===== src/rtl/add32.sv =====
// add32 -- registered 32-bit adder built from a two-level carry-lookahead tree.
//
// The sum is produced by eight 4-bit lookahead groups. Each group forms
// per-bit generate/propagate terms and its own group generate/propagate.
// A second-level lookahead network turns those group terms into the carry
// into each group. The first four groups are combined into one block, and
// the last four into another, so the upper block's carry-in comes out of a
// single two-term lookahead equation rather than a ripple through eight groups.
//
// The carry into bit 0 is tied to 0. The result and its flags are captured
// on a cycle where in_valid is high and held otherwise. There is no
// combinational path from any input to any output.
//
// Ports
//   clk        system clock, rising edge
//   rst_n      asynchronous, active-low reset
//   in_valid   srca/srcb are captured on this edge
//   srca       operand A (unsigned or two's complement)
//   srcb       operand B (unsigned or two's complement)
//   aluout     registered (srca + srcb) mod 2^32
//   out_valid  high for the cycle after a capture
//   carry      registered unsigned carry-out of bit 31
//   overflow   registered signed overflow
//   zero       registered aluout == 0
//   negative   registered aluout[31]
module add32 (
  input  logic        clk,
  input  logic        rst_n,
  input  logic        in_valid,
  input  logic [31:0] srca,
  input  logic [31:0] srcb,
  output logic [31:0] aluout,
  output logic        out_valid,
  output logic        carry,
  output logic        overflow,
  output logic        zero,
  output logic        negative
);

  logic [31:0] bit_g;
  logic [31:0] bit_p;
  logic [31:0] sum;
  logic [7:0]  grp_g;
  logic [7:0]  grp_p;
  logic [8:0]  grp_c;
  logic        blk_g_lo;
  logic        blk_p_lo;
  logic        blk_g_hi;
  logic        blk_p_hi;
  logic        sum_carry;
  logic        sum_ovf;

  assign bit_g = srca & srcb;
  assign bit_p = srca ^ srcb;

  // ---------------------------------------------------------------------
  // First level: eight 4-bit lookahead groups. Every internal carry is
  // expanded in terms of the group carry-in, so nothing ripples inside a group.
  // ---------------------------------------------------------------------
  for (genvar gi = 0; gi < 8; gi++) begin : g_grp
    localparam int B = 4 * gi;

    logic [3:0] g;
    logic [3:0] p;
    logic [3:0] c;

    assign g = bit_g[B+3:B];
    assign p = bit_p[B+3:B];

    assign c[0] = grp_c[gi];
    assign c[1] = g[0]
                | (p[0] & c[0]);
    assign c[2] = g[1]
                | (p[1] & g[0])
                | (p[1] & p[0] & c[0]);
    assign c[3] = g[2]
                | (p[2] & g[1])
                | (p[2] & p[1] & g[0])
                | (p[2] & p[1] & p[0] & c[0]);

    assign grp_g[gi] = g[3]
                     | (p[3] & g[2])
                     | (p[3] & p[2] & g[1])
                     | (p[3] & p[2] & p[1] & g[0]);
    assign grp_p[gi] = &p;

    assign sum[B+3:B] = p ^ c;
  end

  // ---------------------------------------------------------------------
  // Second level: lookahead over the group terms.
  // Groups 0..3 form the low block and groups 4..7 form the high block.
  // Each block resolves its own group carries from the block carry-in.
  // ---------------------------------------------------------------------
  assign grp_c[0] = 1'b0;

  assign grp_c[1] = grp_g[0]
                  | (grp_p[0] & grp_c[0]);
  assign grp_c[2] = grp_g[1]
                  | (grp_p[1] & grp_g[0])
                  | (grp_p[1] & grp_p[0] & grp_c[0]);
  assign grp_c[3] = grp_g[2]
                  | (grp_p[2] & grp_g[1])
                  | (grp_p[2] & grp_p[1] & grp_g[0])
                  | (grp_p[2] & grp_p[1] & grp_p[0] & grp_c[0]);

  assign blk_g_lo = grp_g[3]
                  | (grp_p[3] & grp_g[2])
                  | (grp_p[3] & grp_p[2] & grp_g[1])
                  | (grp_p[3] & grp_p[2] & grp_p[1] & grp_g[0]);
  assign blk_p_lo = &grp_p[3:0];

  assign grp_c[4] = blk_g_lo | (blk_p_lo & grp_c[0]);

  assign grp_c[5] = grp_g[4]
                  | (grp_p[4] & grp_c[4]);
  assign grp_c[6] = grp_g[5]
                  | (grp_p[5] & grp_g[4])
                  | (grp_p[5] & grp_p[4] & grp_c[4]);
  assign grp_c[7] = grp_g[6]
                  | (grp_p[6] & grp_g[5])
                  | (grp_p[6] & grp_p[5] & grp_g[4])
                  | (grp_p[6] & grp_p[5] & grp_p[4] & grp_c[4]);

  assign blk_g_hi = grp_g[7]
                  | (grp_p[7] & grp_g[6])
                  | (grp_p[7] & grp_p[6] & grp_g[5])
                  | (grp_p[7] & grp_p[6] & grp_p[5] & grp_g[4]);
  assign blk_p_hi = &grp_p[7:4];

  // Carry out of bit 31. It is resolved at the top level from the two
  // block terms, so it never waits on the individual group carries.
  assign grp_c[8] = blk_g_hi
                  | (blk_p_hi & blk_g_lo)
                  | (blk_p_hi & blk_p_lo & grp_c[0]);

  assign sum_carry = grp_c[8];

  // Signed overflow: both operands have the same sign and the result has
  // the other sign. This is independent of the unsigned carry.
  assign sum_ovf = (srca[31] == srcb[31]) && (sum[31] != srca[31]);

  // ---------------------------------------------------------------------
  // Output register. The result and flags only move on a capture edge.
  // out_valid is a one-cycle echo of in_valid.
  // ---------------------------------------------------------------------
  always_ff @(posedge clk or negedge rst_n) begin
    if (!rst_n) begin
      aluout    <= 32'h0000_0000;
      carry     <= 1'b0;
      overflow  <= 1'b0;
      zero      <= 1'b1;
      negative  <= 1'b0;
      out_valid <= 1'b0;
    end else begin
      out_valid <= in_valid;
      if (in_valid) begin
        aluout   <= sum;
        carry    <= sum_carry;
        overflow <= sum_ovf;
        zero     <= (sum == 32'h0000_0000);
        negative <= sum[31];
      end
    end
  end

  // zero and negative are stored separately from aluout. They must never
  // drift from it.
  a_zero_consistent : assert property (@(posedge clk) disable iff (!rst_n)
    zero == (aluout == 32'h0000_0000));
  a_neg_consistent : assert property (@(posedge clk) disable iff (!rst_n)
    negative == aluout[31]);

endmodule


===== config.mk =====
export PLATFORM = sky130hd
export DESIGN_NAME = add32
export DESIGN_NICKNAME = d
export VERILOG_FILES = /design/src/rtl/add32.sv
export SDC_FILE = /design/constraint.sdc
export NUM_CORES = 1
export LEC_CHECK = 0
export CAP_MARGIN = 20
export CORE_MARGIN = 1.5
export CORE_UTILIZATION = 49
export DETAILED_ROUTE_END_ITERATION = 10
export PLACE_DENSITY = 0.88
export REMOVE_ABC_BUFFERS = 1
export SLEW_MARGIN = 20
export SYNTH_ARGS = -nofsm -noshare
export SYNTH_HDL_FRONTEND = slang
export SYNTH_SLANG_ARGS = --single-unit
export TNS_END_PERCENT = 50

===== constraint.sdc =====
create_clock -name clk -period 2.2 [get_ports clk]
set_input_delay 0.44 -clock clk [delete_from_list [all_inputs] [get_ports clk]]
set_output_delay 0.44 -clock clk [all_outputs]
set_load 0.05 [all_outputs]

==> results of run 1 <==
[cell families after synthesis]
kind of cell             count (synthesis)  share of synthesized area [%]
buffers and inverters                   21                           2.98
flip-flops                              36                           31.1
adder cells (fa/ha/maj)                 40                           19.4
XOR/XNOR                                23                           6.95
AND/OR/NAND/NOR                         69                           13.2
multiplexers                            25                           9.63
AO/OA/AOI/OAI                           65                           16.8
[through the flow]
step           util, %  hold slack [ns]
3_3_place_gp      81.5            0.488
2_1_floorplan        -            0.144
4_1_cts           96.8            0.201
3_5_place_dp      81.5            0.498
[timing repair]
| action | 4_1_cts |
|---|---|
| endpoints found under the setup margin | 31 |
| hold endpoints to repair | 0 |
| gates resized for setup | 307 |
| pin swaps | 60 |
| setup buffers | 25 |
==> impl_metrics.csv, run 1 <==
group,metric,value,unit
cts,cts_root_buf,"clkbuf_8",
floorplanning,chipHeight,79.9,um
logic_synthesis,netlist.area_leader.share,30.2,%
global_route,grt_max_degree,47,
cts,hold_buffers,0,
logic_synthesis,syn_area,0.00290,mm^2
logic_synthesis,synthTopCellsByArea,"dfrtp_1 (30%), ha_1 (14%), mux2_2 (8.9%), xnor2_1 (6.0%), fa_1 (5.5%)",
timing,postGrtWorstEndpoint,"zero$_DFFE_PN1P_/D",
logic_synthesis,yosysTopAreaCell,"dfrtp_1",
placed_design,dpl_cell_area,0.00457,mm^2
logic_synthesis,synth_cells,279,
status,status,"did not finish",
cts,cts_buffers,5,
logic_synthesis,synth-main-ff-cell,"dfrtp_1",
logic_synthesis,yosysSeqAreaShare,31.1,%
placed_design,place_inst,527,
floorplanning,io_pins,104,
placed_design,post-place-ws,-2.77,ns
placed_design,routabilityCongestion,0.894,
status,firstError,"[ERROR DPL-0038] Utilization greater than 100%, impossible to legalize",
logic_synthesis,yosys-top-cells-count,"dfrtp_1 (35), ha_1 (32), mux2_2 (23)",
logic_synthesis,synth-edff-count,0,
logic_synthesis,synth_most_common_cell,"dfrtp_1",
timing,worstEpCategory,"register input",
status,failed_stage,"5_1_grt",
logic_synthesis,syn_area_per_cell,10.4,um^2
placed_design,io_buffers,103,
logic_synthesis,synthArstFlopShare,100,%
placed_design,hpwl,7.19,mm
logic_synthesis,synth-seq-cells,36,
cts,clock-sinks,36,
logic_synthesis,yosys_warnings,0,
logic_synthesis,synth_cell_type_count,54,
cts,clock_path_buffers,2,
floorplanning,initial_core_util,51.7,%
floorplanning,die_x,79.9,um
floorplanning,num_rows,27,
cts,htreeDepth,2,
==> run 2: changes to the inputs <==
Settings changed: CORE_UTILIZATION 49 to 40, PLACE_DENSITY 0.88 to unset, PLACE_DENSITY_LB_ADDON set to 0.15.
==> run 2 against run 1 <==
  * The flow now finishes, with violations (setup timing)
  * Synthesized cell count did not move
  * Synthesized area unchanged
==> impl_metrics.csv, run 2 <==
group,metric,value,unit
detailed_routing,vias,3067,
cts,clock-sinks,36,
critical_path,reg2reg_slack,1.40,ns
global_route,grt_antenna_before_repair,0,
logic_synthesis,yosys-top-cells-count,"dfrtp_1 (35), ha_1 (32), mux2_2 (23)",
layout,fin_util,80.6,%
logic_synthesis,netlist.area_leader.share,30.2,%
cts,insertion_delay,0.29,ns
timing,fin_crit,4.34,ns
timing,max_slew_margin,61.5,%
cts,cts_tree,"done",
logic_synthesis,synthTopCellsByArea,"dfrtp_1 (30%), ha_1 (14%), mux2_2 (8.9%), xnor2_1 (6.0%), fa_1 (5.5%)",
global_route,grt_overflow,0,
power,finalPower,3.64,mW
floorplanning,num_rows,30,
logic_synthesis,yosys_warnings,0,
critical_path,worstSetupPathType,"in2reg",
logic_synthesis,synth-seq-cells,36,
critical_path,worst_path_max_delay_cell,"or4b_1",
global_route,first_global_vias,3076,
floorplanning,chipHeight,88.1,um
power,p_leak,2.50,nW
timing,rsz0062_at_grt,"yes",
layout,final_cell_count_no_fill,592,
status,status,"complete, but fails checks",
timing,hold_viol,0,
timing,finalClockSkew,0,ns
detailed_routing,post_drt_via_cell_ratio,5.18,
detailed_routing,drc,0,
floorplanning,dieArea,0.00776,mm^2
critical_path,critical_path_arrival,4.55,ns
status,violations,"setup timing",
detailed_routing,antenna_left,0,
logic_synthesis,syn_area,0.00290,mm^2
logic_synthesis,synth-main-ff-cell,"dfrtp_1",
placed_design,io_buffers,103,
layout,n_antenna_cell,0,
critical_path,cp_slowest_stage_delay,0.56,ns
layout,largest_reg_flops,31,
cts,htreeDepth,2,
timing,worstMarginPinSlew,0.578,ns
logic_synthesis,yosysSeqAreaShare,31.1,%
cts,clock_path_buffers,2,
critical_path,endpoint_kind,"flop",
global_route,track_usage,24.4,%
cts,cts_buffers,5,
floorplanning,core,0.00691,mm^2
layout,layout_common_cells,"buf_4 (110), clkdlybuf4s50_1 (49), dfrtp_1 (35), buf_6 (26), ha_4 (24)",
placed_design,routabilityCongestion,0.895,
critical_path,crit_chain,"buf_4 -> ha_4 -> a41oi_2 -> o21a_1 -> or3_4 -> a21oi_4 -> o211ai_1 -> nand2b_1 -> fa_2 -> nor4b_2 -> nand4_1 -> or4b_1 -> or4b_4 -> nor4_2 -> nand4b_1 -> o31ai_2",
detailed_routing,firstDrtPassIters,4,
layout,synthToLayoutAreaGrowth,92.3,%
timing,setup_viol,27,
timing,setup_slack,-2.14,ns
timing,clock.fmax,230,MHz
placed_design,place_inst,561,
power,power_density,654,mW/mm^2
job,max-cap-violations,0,
power,ir_drop,721,uV
detailed_routing,drt_wl_total,10.3,mm
floorplanning,die_x,88.1,um
worst_hold_path,hold_class,"in2async",
cts,clk_pin_slew,0.08,ns
logic_synthesis,yosysTopAreaCell,"dfrtp_1",
critical_path,cp.required,2.41,ns
layout,nets,602,
logic_synthesis,synth-edff-count,0,
placed_design,hpwl,6.70,mm
detailed_routing,drt_iter0_markers,140,
critical_path,reg2reg_from,"negative",
logic_synthesis,synth_cells,279,
global_route,grt_max_degree,47,
timing,finalMaxSlewViolations,0,
critical_path,cp_max_fo,2,
layout,final_common_cell,"buf_4",
layout,drive_gt1_share,55.4,%
layout,largest-register,"aluout",
logic_synthesis,synth_cell_type_count,54,
layout,stdcell_area,0.00557,mm^2
logic_synthesis,synth_most_common_cell,"dfrtp_1",
cts,cts_root_buf,"clkbuf_8",
logic_synthesis,synthArstFlopShare,100,%
placed_design,dpl_cell_area,0.00468,mm^2
timing,fin_setup_tns,-8.49,ns
detailed_routing,wl_per_cell,17.4,um
timing,min_period_over_period,197,%
global_route,grt_pass1_wl,14.6,mm
critical_path,critPathLaunchType,"input port",
floorplanning,initial_core_util,41.9,%
logic_synthesis,syn_area_per_cell,10.4,um^2
critical_path,crit_path_start,"srcb[1]",
floorplanning,io_pins,104,
==> run 2: what timing repair did <==
| item | in CTS | in global routing |
|---|---|---|
| buffers inserted | 12 | 18 |
| cloned | 0 | 0 |
| setup endpoints to repair | 31 | 30 |
| resized for setup | 234 | 65 |
| pin swaps | 72 | 55 |
| hold buffers | 0 | 0 |
==> run 2: layout make-up <==
cell class                      count  area (um^2)
Inverter                           15         56.3
Timing Repair Buffer              215         1830
Tap cell                           96          120
Clock inverter                      3         18.8
Multi-Input combinational cell    222         2570
Fill cell                         403         1340
Sequential cell                    36          902
Clock buffer                        5         68.8
==> run 2: per-stage QoR <==
step	hold slack [ns]	worst slack [ns]
after floorplan	0.144	-1.99
after global placement	0.387	-2.54
after detailed placement	0.389	-2.63
after CTS	0.0762	-1.92
after global routing	0.0763	-2.19
final	0.0614	-2.14
==> run 2: path summary, 6_finish.rpt <==
| kind | end | depth (start not counted) |
|---|---|---|
| worst min register to register | aluout[16] | 1 |
| worst max-delay path | zero | 16 |
| worst min-delay path | aluout[6] | 1 |
| worst max register to register | negative | 1 |
| min in group clk | aluout[16] | 1 |
| max in group asynchronous | zero | 2 |
==> run 2: logic make-up after synthesis <==
| kind of cell | count (synthesis) | share of synthesized area, % |
|---|---|---|
| compound gates | 65 | 16.8 |
| flops | 36 | 31.1 |
| mux | 25 | 9.63 |
| simple gates | 69 | 13.2 |
| fa+ha+maj | 40 | 19.4 |
| xor+xnor | 23 | 6.95 |
| buf+inv | 21 | 2.98 |
==> run 2: critical path, delay by kind of cell <==
family	cells	cell delay, ns
adder cells (fa/ha/maj)	2	0.72
buffers and inverters	1	0.13
AND/OR/NAND/NOR	8	2.45
AO/OA/AOI/OAI	5	0.81
==> run 2: per-layer routing <==
metal  GRT usage (%)  up-vias  routed length [um]
li1                -     1451                   -
met5               0        -                   0
met3            4.15       19                 452
met2            44.1       95                5390
met1            30.6     1502                4250
met4            5.11        0                 178
==> run 2: power breakdown <==
part           switching, mW  internal [mW]
registers             0.0851          0.811
clock network          0.270          0.221
logic                   1.22           1.04
total                   1.57           2.07
Note: power is estimated with default switching activity, not from simulation.
==> run 3: changes to the inputs <==
Settings changed: CORE_UTILIZATION 40 to 49.
==> run 3 against run 2 <==
  * The flow now stops in 4_1_cts
  * Synthesized area did not move
  * Synthesized cell count unchanged
==> impl_metrics.csv, run 3 <==
group,metric,value,unit
logic_synthesis,synth-seq-cells,36,
floorplanning,chipHeight,79.9,um
floorplanning,initial_core_util,51.7,%
logic_synthesis,yosys_warnings,0,
logic_synthesis,synth_most_common_cell,"dfrtp_1",
logic_synthesis,synth-edff-count,0,
placed_design,io_buffers,103,
cts,hold_buffers,0,
status,firstError,"[ERROR DPL-0038] Utilization greater than 100%, impossible to legalize",
logic_synthesis,synthTopCellsByArea,"dfrtp_1 (30%), ha_1 (14%), mux2_2 (8.9%), xnor2_1 (6.0%), fa_1 (5.5%)",
placed_design,hpwl,6.87,mm
cts,post_cts_buffers,50,
floorplanning,die_x,79.9,um
logic_synthesis,synth-main-ff-cell,"dfrtp_1",
cts,cts_buffers,5,
floorplanning,io_pins,104,
status,failed_stage,"4_1_cts",
logic_synthesis,yosysTopAreaCell,"dfrtp_1",
status,status,"did not finish",
placed_design,routabilityCongestion,0.855,
cts,htreeDepth,2,
logic_synthesis,syn_area_per_cell,10.4,um^2
logic_synthesis,yosysSeqAreaShare,31.1,%
logic_synthesis,yosys-top-cells-count,"dfrtp_1 (35), ha_1 (32), mux2_2 (23)",
cts,clock-sinks,36,
cts,clock_path_buffers,2,
placed_design,dpl_cell_area,0.00463,mm^2
floorplanning,num_rows,27,
logic_synthesis,netlist.area_leader.share,30.2,%
cts,cts_resized,262,
cts,cts_root_buf,"clkbuf_8",
logic_synthesis,synth_cells,279,
logic_synthesis,syn_area,0.00290,mm^2
logic_synthesis,synthArstFlopShare,100,%
logic_synthesis,synth_cell_type_count,54,
==> run 3: cell counts after synthesis <==
Identical to the previous run, type by type.
==> run 3: logic make-up after synthesis <==
logic type               after synthesis  synth area share, %
AO/OA/AOI/OAI                         65                 16.8
XOR/XNOR                              23                 6.95
adder cells (fa/ha/maj)               40                 19.4
buffers and inverters                 21                 2.98
flip-flops                            36                 31.1
multiplexers                          25                 9.63
AND/OR/NAND/NOR                       69                 13.2
==> run 3: per-stage QoR <==
step	worst slack [ns]	std cells	setup TNS [ns]	util [%]	hold slack [ns]
after floorplan	-1.99	273	-8.83	-	0.144
after global placement	-2.81	535	-28.04	82.6	0.400
after detailed placement	-2.89	535	-29.50	82.6	0.412
